## src/rtl/utf8_pkg.sv

```systemverilog
// Shared types and constants for the UTF-8 decoder.
package utf8_pkg;

    localparam int unsigned BYTE_W = 8;
    localparam int unsigned CP_W   = 21;

    localparam logic [CP_W-1:0] BOM_CP              = 21'h00FEFF;
    localparam logic [CP_W-1:0] REPLACEMENT_DEFAULT = 21'h00FFFD;

    localparam logic [BYTE_W-1:0] CONT_MIN = 8'h80;
    localparam logic [BYTE_W-1:0] CONT_MAX = 8'hBF;

    // NEEDn: n continuation bytes still outstanding
    typedef enum logic [1:0] {
        IDLE  = 2'd0,
        NEED1 = 2'd1,
        NEED2 = 2'd2,
        NEED3 = 2'd3
    } state_e;

    typedef enum logic [2:0] {
        ASCII   = 3'd0,
        LEAD2   = 3'd1,
        LEAD3   = 3'd2,
        LEAD4   = 3'd3,
        INVALID = 3'd4
    } lead_class_e;

    // Output slot payload
    typedef struct packed {
        logic [CP_W-1:0] cp;
        logic            err;
    } cp_out_t;

endpackage

```

## src/rtl/utf8_lead_classify.sv

```systemverilog
// Lead-byte classifier: class of a byte and the legal range of the first
// continuation byte that may follow it (rules out overlongs, surrogates
// and codepoints above U+10FFFF).
module utf8_lead_classify
    import utf8_pkg::*;
(
    input  logic [BYTE_W-1:0] in_byte,
    output lead_class_e       lead_class_c,
    output logic [BYTE_W-1:0] cont_min_c,
    output logic [BYTE_W-1:0] cont_max_c
);

    // Class and first-continuation bounds
    always_comb begin
        lead_class_c = INVALID;
        cont_min_c   = CONT_MIN;
        cont_max_c   = CONT_MAX;
        if (in_byte <= 8'h7F) begin
            lead_class_c = ASCII;
        end else if (in_byte >= 8'hC2 && in_byte <= 8'hDF) begin
            lead_class_c = LEAD2;
        end else if (in_byte >= 8'hE0 && in_byte <= 8'hEF) begin
            lead_class_c = LEAD3;
            if (in_byte == 8'hE0) begin
                cont_min_c = 8'hA0;
            end else if (in_byte == 8'hED) begin
                cont_max_c = 8'h9F;
            end
        end else if (in_byte >= 8'hF0 && in_byte <= 8'hF4) begin
            lead_class_c = LEAD4;
            if (in_byte == 8'hF0) begin
                cont_min_c = 8'h90;
            end else if (in_byte == 8'hF4) begin
                cont_max_c = 8'h8F;
            end
        end
    end

endmodule

```

## src/rtl/utf8_decoder.sv

```systemverilog
// Streaming UTF-8 to codepoint decoder with a single registered output slot.
// Optional: define UTF8_BOM_STRIP_EN to drop a leading U+FEFF after reset.
module utf8_decoder
    import utf8_pkg::*;
#(
    parameter logic [CP_W-1:0] REPLACEMENT_CP = REPLACEMENT_DEFAULT
) (
    input  logic              clock,
    input  logic              reset_n,
    input  logic [BYTE_W-1:0] in_byte,
    input  logic              in_valid,
    output logic              in_ready,
    output logic [CP_W-1:0]   out_cp,
    output logic              out_err,
    output logic              out_valid,
    input  logic              out_ready
);

    state_e              state_q, state_d;
    logic [CP_W-1:0]     acc_q, acc_d;
    logic [BYTE_W-1:0]   cmin_q, cmin_d;
    logic [BYTE_W-1:0]   cmax_q, cmax_d;
    cp_out_t             slot_q, slot_d;
    logic                out_valid_q, out_valid_d;
`ifdef UTF8_BOM_STRIP_EN
    logic                first_q, first_d;
`endif

    lead_class_e         lead_class;
    logic [BYTE_W-1:0]   lead_min;
    logic [BYTE_W-1:0]   lead_max;
    logic                slot_free;
    logic                cont_ok;
    logic                ready_int;
    logic                load;
    cp_out_t             load_val;
    logic [CP_W-1:0]     acc_next;

    utf8_lead_classify u_classify (
        .in_byte      (in_byte),
        .lead_class_c (lead_class),
        .cont_min_c   (lead_min),
        .cont_max_c   (lead_max)
    );

    // Handshake qualifiers
    always_comb begin
        slot_free = !out_valid_q || out_ready;
        cont_ok   = (in_byte >= cmin_q) && (in_byte <= cmax_q);
        ready_int = slot_free && ((state_q == IDLE) || cont_ok);
        acc_next  = CP_W'({acc_q, in_byte[5:0]});
    end

    assign in_ready  = reset_n && ready_int;
    assign out_cp    = slot_q.cp;
    assign out_err   = slot_q.err;
    assign out_valid = out_valid_q;

    // Next-state decode, accumulation and output slot loading
    always_comb begin
        state_d     = state_q;
        acc_d       = acc_q;
        cmin_d      = cmin_q;
        cmax_d      = cmax_q;
        slot_d      = slot_q;
        out_valid_d = out_valid_q && !out_ready;
`ifdef UTF8_BOM_STRIP_EN
        first_d     = first_q;
`endif
        load        = 1'b0;
        load_val    = '{cp: REPLACEMENT_CP, err: 1'b1};

        if (in_valid && slot_free) begin
            if (state_q == IDLE) begin
                cmin_d = lead_min;
                cmax_d = lead_max;
                unique case (lead_class)
                    ASCII: begin
                        load     = 1'b1;
                        load_val = '{cp: CP_W'(in_byte[6:0]), err: 1'b0};
                    end
                    LEAD2: begin
                        acc_d   = CP_W'(in_byte[4:0]);
                        state_d = NEED1;
                    end
                    LEAD3: begin
                        acc_d   = CP_W'(in_byte[3:0]);
                        state_d = NEED2;
                    end
                    LEAD4: begin
                        acc_d   = CP_W'(in_byte[2:0]);
                        state_d = NEED3;
                    end
                    default: begin
                        load = 1'b1;
                    end
                endcase
            end else if (cont_ok) begin
                acc_d  = acc_next;
                cmin_d = CONT_MIN;
                cmax_d = CONT_MAX;
                unique case (state_q)
                    NEED3:   state_d = NEED2;
                    NEED2:   state_d = NEED1;
                    default: begin
                        state_d  = IDLE;
                        load     = 1'b1;
                        load_val = '{cp: acc_next, err: 1'b0};
                    end
                endcase
            end else begin
                // Offending byte stays on the input and is re-decoded as a lead
                state_d = IDLE;
                load    = 1'b1;
            end
        end

        if (load) begin
`ifdef UTF8_BOM_STRIP_EN
            first_d = 1'b0;
            if (!(first_q && !load_val.err && load_val.cp == BOM_CP)) begin
                slot_d      = load_val;
                out_valid_d = 1'b1;
            end
`else
            slot_d      = load_val;
            out_valid_d = 1'b1;
`endif
        end
    end

    // State and slot registers, synchronous active-low reset
    always_ff @(posedge clock) begin
        if (!reset_n) begin
            state_q     <= IDLE;
            acc_q       <= '0;
            cmin_q      <= CONT_MIN;
            cmax_q      <= CONT_MAX;
            slot_q      <= '0;
            out_valid_q <= 1'b0;
`ifdef UTF8_BOM_STRIP_EN
            first_q     <= 1'b1;
`endif
        end else begin
            state_q     <= state_d;
            acc_q       <= acc_d;
            cmin_q      <= cmin_d;
            cmax_q      <= cmax_d;
            slot_q      <= slot_d;
            out_valid_q <= out_valid_d;
`ifdef UTF8_BOM_STRIP_EN
            first_q     <= first_d;
`endif
        end
    end

endmodule

```

## config.mk

```make
export PLATFORM = sky130hd
export DESIGN_NAME = utf8_decoder
export DESIGN_NICKNAME = d
export VERILOG_FILES = /design/src/rtl/utf8_pkg.sv /design/src/rtl/utf8_lead_classify.sv /design/src/rtl/utf8_decoder.sv
export SDC_FILE = /design/constraint.sdc
export NUM_CORES = 1
export LEC_CHECK = 0
export CAP_MARGIN = 10
export CORE_ASPECT_RATIO = 0.9
export CORE_MARGIN = 2
export CORE_UTILIZATION = 56
export CTS_BUF_LIST = sky130_fd_sc_hd__clkbuf_4
export DETAILED_ROUTE_END_ITERATION = 12
export PLACE_DENSITY = 0.88
export REMOVE_ABC_BUFFERS = 1
export SLEW_MARGIN = 30
export SYNTH_ARGS = -nofsm -noshare
export SYNTH_HDL_FRONTEND = slang
export SYNTH_SLANG_ARGS = --single-unit
```

## constraint.sdc

```tcl
create_clock -name clock -period 4.8 [get_ports clock]
set_clock_uncertainty 0.1 [all_clocks]
set_input_delay 0.96 -clock clock [delete_from_list [all_inputs] [get_ports clock]]
set_output_delay 0.96 -clock clock [all_outputs]
set_load 0.01 [all_outputs]
```

* After elaboration in Yosys (flattened, before gate mapping)
Cells that the tools add are included.
** Word-level totals
- Output and inout port bits :: 24
- Logic and storage cells :: 86
- Input bits :: 12
- Bits in registers :: 56
** Cells by class
- Magnitude comparators :: 9
- Reductions and logical operators :: 20
- Eq/ne operators :: 10
- Multiplexer cells :: 40
** Operators with widths (count)
- 8-bit two-way mux :: 14
- 22-bit two-way mux :: 4
- 15-bit one-hot mux with 3 select lines :: 1
- 8-bit == test (second input constant) :: 4
- 15-bit two-way mux :: 2
- 8-bit greater-or-equal comparator (second input constant) :: 3
- 8-bit less-or-equal comparator (second input constant) :: 3
- 6-bit two-way mux :: 3
- 17-bit two-way mux :: 1
- 3-bit two-way mux :: 4
- 8-bit greater-or-equal comparator :: 1
- 8-bit by 7-bit less-or-equal comparator with 1-bit output (second input constant) :: 1
- 8-bit less-or-equal comparator :: 1
- 1-bit logical AND :: 8
- 3-bit by 2-bit == test with 1-bit output (second input constant) :: 2
- 1-bit two-way mux :: 6
- 2-bit one-hot mux with 3 select lines :: 1
- 5-bit two-way mux :: 1
- 2-bit == test (second input constant) :: 2
- 2-bit two-way mux :: 2
- 4-bit by 1-bit inequality test with 1-bit output (second input constant) :: 1
- 2-bit one-hot mux with 2 select lines :: 1
- 2-bit AND reduction :: 2
- 3-bit by 1-bit == test with 1-bit output (second input constant) :: 1
- other kinds (8) :: 10

* Longest topological paths before layout
Gate-level depths: netlist of the first run.
- Word-level depth :: 12
- Gate-level depth with buffers :: 9
- Gate-level depth less buffers :: 7

* Cells and area by module
Synthesis of the first run repeated with hierarchy kept, for this count alone.
** Unflattened totals
- Cell total of the unflattened synthesis :: 328
- Area total of the unflattened synthesis :: 2910.3 um^2
** Modules (own cells, without submodules)
- utf8_decoder :: instances 1, area each 2688.8 um^2, cells an instance 293, sequential area each 1121.1 um^2
- utf8_lead_classify :: instances 1, area each 221.5 um^2, cells an instance 35, sequential area each 0.0 um^2

* Least setup slack after synthesis of the first run
No wires, ideal clock.
- Path kind :: input to output
- Start point :: input port in_byte[5]
- End point :: output port in_ready
- Path buffers :: 1
- Stages :: 6
- Required time :: 3740 ps
- Path slack :: 1558 ps
- Arrival :: 2182 ps
- Cell sequence :: ha_1 a211o_1 o211ai_1 a21boi_1 buf_4 o211a_1
** On the way
- Longest elaborated chain between the ends :: 5
- Elaborated cells on any way between the ends :: 6
- Those cells by class :: 2 x order compare; 4 x reduce/logical
** Ends and longest elaborated chain
- start: declaration :: line utf8_decoder.sv:10 : input logic [BYTE_W-1:0] in_byte,
- 8-bit greater-or-equal comparator or 8-bit less-or-equal comparator (tied branches) :: line utf8_decoder.sv:49 : cont_ok = (in_byte >= cmin_q) && (in_byte <= cmax_q);
- 1-bit logical AND (*) :: line utf8_decoder.sv:49
- 1-bit logical OR (*) :: line utf8_decoder.sv:50 : ready_int = slot_free && ((state_q == IDLE) || cont_ok);
- 1-bit logical AND (*) :: line utf8_decoder.sv:50
- 1-bit logical AND (*) :: line utf8_decoder.sv:54 : assign in_ready = reset_n && ready_int;
- end: declaration :: line utf8_decoder.sv:12 : output logic in_ready,
Every way passes the cells marked *; elsewhere a longest branch is shown, timed or not.

* Final worst setup path of the first run
Same ends and word-level chain as after synthesis.

==> results.json, run 1 <==
{
  "arrival_ns": 3.21,
  "cap_violations": 0,
  "cts_made_buffers": 5,
  "cts_sinks": 44,
  "post_drt_wl_per_cell_um": 14.65,
  "hold_viol_final": 0,
  "hold_class": "flip-flop to flip-flop",
  "crit_type": "input pin to output pin",
  "r2r_start": "cmin_q[5]$_SDFFE_PN0P_",
  "holdPathEnd": "acc_q[3]$_SDFFE_PN0P_",
  "chipHeight_um": 61.74,
  "io_pins": 36,
  "drv_slew": 0,
  "yosysMostFrequentCell": "dfxtp_1",
  "crit_path_top_delay_cell": "clkdlybuf4s50_1",
  "remaining_drc_errors": 0,
  "worst-r2r-setup-slack_ns": 2.41,
  "cts_buffer_depth": 2,
  "finalPower_uw": 737.9,
  "fmax_mhz": 234.3,
  "core_um2": 3453,
  "p_leak_uw": 0.0009921,
  "cts_resized": 0,
  "overflow": 0,
  "synthToLayoutAreaGrowth_pct": 19.78,
  "syn_inst": 224,
  "async_flop_share_pct": 0,
  "clk_latency_ns": 0.35,
  "synthTopCellsByArea": "dfxtp_1 (42%), mux2i_1 (7.7%), nand2_1 (7.6%)",
  "synth_edf_count": 0,
  "fp-row-count": 20,
  "nFillCells": 299,
  "synth_area_um2": 2074,
  "slowest_delay_ns": 0.64,
  "setup_viol": 0,
  "tightest_slew_ns": 0.7595,
  "synth_cell_types": 45,
  "antenna_found_initial": 0,
  "relSlewSlack_pct": 49.37,
  "tritoncts": "done",
  "start_util_pct": 60.07,
  "ys_warn_count": 0,
  "cpMostUsedCell": "clkdlybuf4s50_1",
  "cp_max_fo": 8,
  "synth_common_cells": "dfxtp_1 (44), nand2_1 (42), mux2i_1 (16)",
  "hold_start": "acc_q[3]$_SDFFE_PN0P_",
  "track_usage_pct": 23.26,
  "dp_hpwl_um": 3029,
  "hold-path-cell-count": 2,
  "seq_area_frac_synth_pct": 42.46,
  "cp-end-kind": "output pin",
  "drt-total-wl_um": 4351,
  "cts_root_buffer": "clkbuf_4",
  "final_nets": 268,
  "grt_pass1_vias": 1539,
  "grt_first_pass_wirelength_um": 7231,
  "powerDensity_nw_per_um2": 297.0,
  "fin_crit_sh_pct": 88.91,
  "start_kind": "input pin",
  "ant_nets": 0,
  "yosys.area.top_type": "dfxtp_1",
  "ys_ff_latch": 44,
  "post-route-min-period_ns": 4.268,
  "crit_required_ns": 3.74,
  "gp_congestion": 0.8873,
  "cp_cell_sequence": "clkdlybuf4s50_1 -> ha_1 -> a211o_1 -> o211ai_1 -> a21boi_1 -> o211a_1 -> clkdlybuf4s50_1",
  "r2r-end": "acc_q[1]$_SDFFE_PN0P_",
  "final.setup.tns_ns": 0,
  "grt_max_degree": 63,
  "port_buffers": 35,
  "clk_pin_slew_ns": 0.12,
  "first_pass_iters": 4,
  "postCtsHoldBufs": 0,
  "drive_above_1_share_pct": 13.83,
  "via_count": 1726,
  "synth.top_cell.area_share_pct": 42.46,
  "die_w_um": 68.16,
  "status": "completed",
  "die_area_um2": 4208,
  "post_cts_buffers": 0,
  "ff2ff_path_depth": 8,
  "htree_levels": 2,
  "drtIter0Drc": 144,
  "syn_area_per_cell_um2": 9.261,
  "avgViaCountPerCell": 5.811,
  "vdd_ir_drop_max_uv": 278.8,
  "rsz0062_at_grt": "false",
  "diodes": 0,
  "synth_flop_cell": "dfxtp_1"
}
## power by group
group | switching [µW] | total [µW] | leakage (µW) | internal (µW)
clock | 112 | 219 | 0.0000403 | 106
combinational | 63.8 | 128 | 0.000593 | 64.3
sequential | 9.79 | 391 | 0.000359 | 381
total | 186 | 738 | 0.000992 | 552
## worst max-delay path by stage
stage / startpoint / to / cells past startpoint
2_1_floorplan: in_byte[5] / in_ready / 5
3_3_place_gp: in_byte[5] / in_ready / 7
3_5_place_dp: in_byte[5] / in_ready / 7
4_1_cts: in_byte[5] / in_ready / 7
5_1_grt: in_byte[5] / in_ready / 7
6_report: in_byte[5] / in_ready / 7
## kinds of logic after synthesis
| family | count (synthesis) | share of synthesized area [%] |
|---|---|---|
| simple gates | 87 | 21.05 |
| compound gates | 48 | 20.14 |
| flops | 44 | 42.46 |
| buf+inv | 24 | 5.669 |
| mux | 17 | 8.263 |
| fa+ha+maj | 4 | 2.413 |
## layout make-up
class                      instances  area [µm²]  share of cell area, %
clock buffer                       5       37.54                  1.511
clock inverter                     3       37.54                  1.511
inverter                           6       22.52                 0.9063
multi-input combinational        156        1076                  43.30
sequential                        44       880.8                  35.45
tap                               44       55.05                  2.216
timing repair buffer              39       375.4                  15.11
## state kept, by name (all words and copies together) (netlist names)
| name | flops |
|---|---|
| out_cp | 21 |
| state_q | 2 |
| cmax_q | 2 |
| out_err | 1 |
| cmin_q | 2 |
| acc_q | 15 |
| out_valid | 1 |
## critical path, delay by kind of cell
| family | cells | cell delay (ns) |
|---|---|---|
| adder cells (fa/ha/maj) | 1 | 0.31 |
| buffers and inverters | 2 | 1.16 |
| AO/OA/AOI/OAI | 4 | 0.78 |
## per-stage QoR
| step | instances | utilization, % | hold slack [ns] | setup WS [ns] | instance area [µm²] |
|---|---|---|---|---|---|
| finish | 297 | 71.96 | 0.3639 | 0.5322 | 2485 |
| global route | 297 | 71.96 | 0.3903 | 0.3990 | 2485 |
| CTS | 297 | 71.96 | 0.3659 | 0.5334 | 2485 |
| detailed placement | 289 | 69.78 | 0.3440 | 0.5308 | 2410 |
| global placement | 289 | 69.78 | 0.3392 | 0.5690 | 2410 |
| floorplan | 206 | - | 0.3301 | 1.336 | 1979 |
## cells in the final DEF (no fill, tap or decap), drive strengths merged, types with 5 or more instances in the layout
cell type,count
o22ai,7
clkdlybuf4s50,34
nor2b,5
o221a,14
nand3,8
nor2,6
and2,9
a21oi,5
inv,6
buf,5
mux2i,16
clkbuf,5
dfxtp,44
nand2,42
## metal layers
layer  share of wire [%]  wire length, µm  track usage (%)  vias to the layer above
li1                    -                -                -                      866
met3                 5.2              227            5.405                        6
met2                  45             1938            35.92                       47
met1                  49             2123            31.97                      807
met5                   0                0                0                        -
met4                 1.4               61            8.857                        0
Note: power is estimated with default switching activity, not from simulation.
==> run 2: changes to the inputs <==
--- a/config.mk
+++ b/config.mk
@@ -6,7 +6,6 @@
 export NUM_CORES = 1
 export LEC_CHECK = 0
 export CAP_MARGIN = 10
-export CORE_ASPECT_RATIO = 0.9
 export CORE_MARGIN = 2
 export CORE_UTILIZATION = 56
 export CTS_BUF_LIST = sky130_fd_sc_hd__clkbuf_4
==> run 2 against run 1 <==
Compared with the run above:
- fmax is 0.25% higher
- die area hardly changed
- sequential cell count stayed put
- cell area is 0.55% lower
- utilization is 3.4 points lower
- register-to-register slack worse by 0.04 ns
- first-iteration DRC count is 26% lower
- largest cell class unchanged
- largest power group unchanged
- combinational power hardly changed
- critical path depth stayed put
- sequential power hardly changed
- worst hold slack hardly changed
==> results.json, run 2 (synthesis gave the netlist of run 1 again) <==
{
  "dp_hpwl_um": 2962,
  "hold_viol_final": 0,
  "synthToLayoutAreaGrowth_pct": 19.12,
  "stdcell_count": 301,
  "placedCellCount": 293,
  "cts_buffer_depth": 2,
  "post_cts_buffers": 0,
  "final_cell_mix": "dfxtp_1 (44), nand2_1 (42), clkdlybuf4s50_1 (34), mux2i_1 (16), o221a_2 (14)",
  "drive_above_1_share_pct": 14.23,
  "port_buffers": 35,
  "cts_sinks": 44,
  "fp-row-count": 22,
  "cap_violations": 0,
  "htree_levels": 2,
  "met1_usage_pct": 30.40,
  "postCtsHoldBufs": 0,
  "grtUsageMet3_pct": 5.208,
  "start_kind": "input pin",
  "cp_max_fo": 8,
  "tritoncts": "done",
  "final_nets": 268,
  "core_um2": 3606,
  "use_met2_pct": 35.70,
  "post-route-min-period_ns": 4.257,
  "via_count": 1717,
  "io_pins": 36,
  "placed_area_um2": 2415,
  "grt.busiest_layer": "met2",
  "layout_commonest_cell": "dfxtp_1",
  "grt_pass1_vias": 1573,
  "cp-end-kind": "output pin",
  "cts_root_buffer": "clkbuf_4",
  "remaining_drc_errors": 0,
  "drtIter0Drc": 106,
  "arrival_ns": 3.20,
  "start_util_pct": 57.53,
  "gp_congestion": 0.8935,
  "fin_crit_sh_pct": 88.69,
  "drt-total-wl_um": 4297,
  "first_pass_iters": 4,
  "final_area_um2": 2471,
  "tightest_slew_ns": 0.8231,
  "crit_type": "input pin to output pin",
  "antenna_found_initial": 0,
  "track_usage_pct": 22.82,
  "setup_viol": 0,
  "status": "completed",
  "powerDensity_nw_per_um2": 282.1,
  "post_drt_wl_per_cell_um": 14.28,
  "die_w_um": 64.87,
  "cts_made_buffers": 5,
  "relSlewSlack_pct": 45.13,
  "diodes": 0,
  "avgViaCountPerCell": 5.704,
  "overflow": 0,
  "grt_max_degree": 63,
  "cts_resized": 0,
  "hold_class": "flip-flop to flip-flop",
  "ant_nets": 0,
  "clk_pin_slew_ns": 0.12,
  "chipHeight_um": 64.87,
  "crit_required_ns": 3.74,
  "vdd_ir_drop_max_uv": 150.8,
  "fmax_mhz": 234.9,
  "drv_slew": 0,
  "final.setup.tns_ns": 0,
  "rsz0062_at_grt": "false",
  "die_area_um2": 4207,
  "p_leak_uw": 0.0009812,
  "clk_latency_ns": 0.36,
  "largest_reg_flops": 21,
  "grt_first_pass_wirelength_um": 7396
}
## run 2: cell types whose count changed in the layout (fill, tap and decap cells not counted)
cell / change
clkinvlp_4: +1
clkinv_1: -1
bufinv_16: -1
clkbuf_4: +1
## run 2: power breakdown
part           leakage (µW)  switching (µW)  internal, µW
sequential         0.000359            9.40           381
clock             0.0000293             116          61.5
combinational      0.000593            64.1          64.3
total              0.000981             190           507
## run 2: cell type report
class | instances | area [µm²]
Clock buffer | 6 | 45.04
Clock inverter | 2 | 11.26
Fill cell | 310 | 1135
Inverter | 6 | 22.52
Multi-Input combinational cell | 156 | 1076
Sequential cell | 44 | 880.8
Tap cell | 48 | 60.06
Timing Repair Buffer | 39 | 375.4
## run 2: path summary, 6_finish.rpt
| path | to | cells past startpoint | startpoint | slack, ns |
|---|---|---|---|---|
| worst max register to register | acc_q[9]$_SDFFE_PN0P_ | 8 | cmin_q[5]$_SDFFE_PN0P_ | 2.37 |
| worst min register to register | acc_q[4]$_SDFFE_PN0P_ | 2 | acc_q[4]$_SDFFE_PN0P_ | 0.36 |
| worst min-delay path | acc_q[4]$_SDFFE_PN0P_ | 2 | acc_q[4]$_SDFFE_PN0P_ | 0.36 |
| worst max-delay path | in_ready | 7 | in_byte[5] | 0.54 |
## run 2: routing by layer
layer / up-vias / wire length (µm)
met5: - / 0
met4: 0 / 102
met3: 10 / 246
met2: 51 / 1948
met1: 786 / 2000
li1: 870 / -
## run 2: worst max-delay path, cell delays in order
cell and delay (ns):
clkdlybuf4s50_1 0.63, ha_1 0.30, a211o_1 0.25, o211ai_1 0.12
a21boi_1 0.24, o211a_1 0.17, clkdlybuf4s50_1 0.53
## run 2: metrics by stage
step                      worst slack, ns  hold WS (ns)  utilization [%]  power, µW
final                              0.5429        0.3642            68.53      697.1
after global placement             0.5422        0.3397            66.97      526.1
after floorplan                     1.336        0.3301                -      459.3
after CTS                          0.5292        0.3689            68.53      703.2
after detailed placement           0.5345        0.3451            66.97      527.1
after global routing               0.3796        0.3864            68.53      729.2
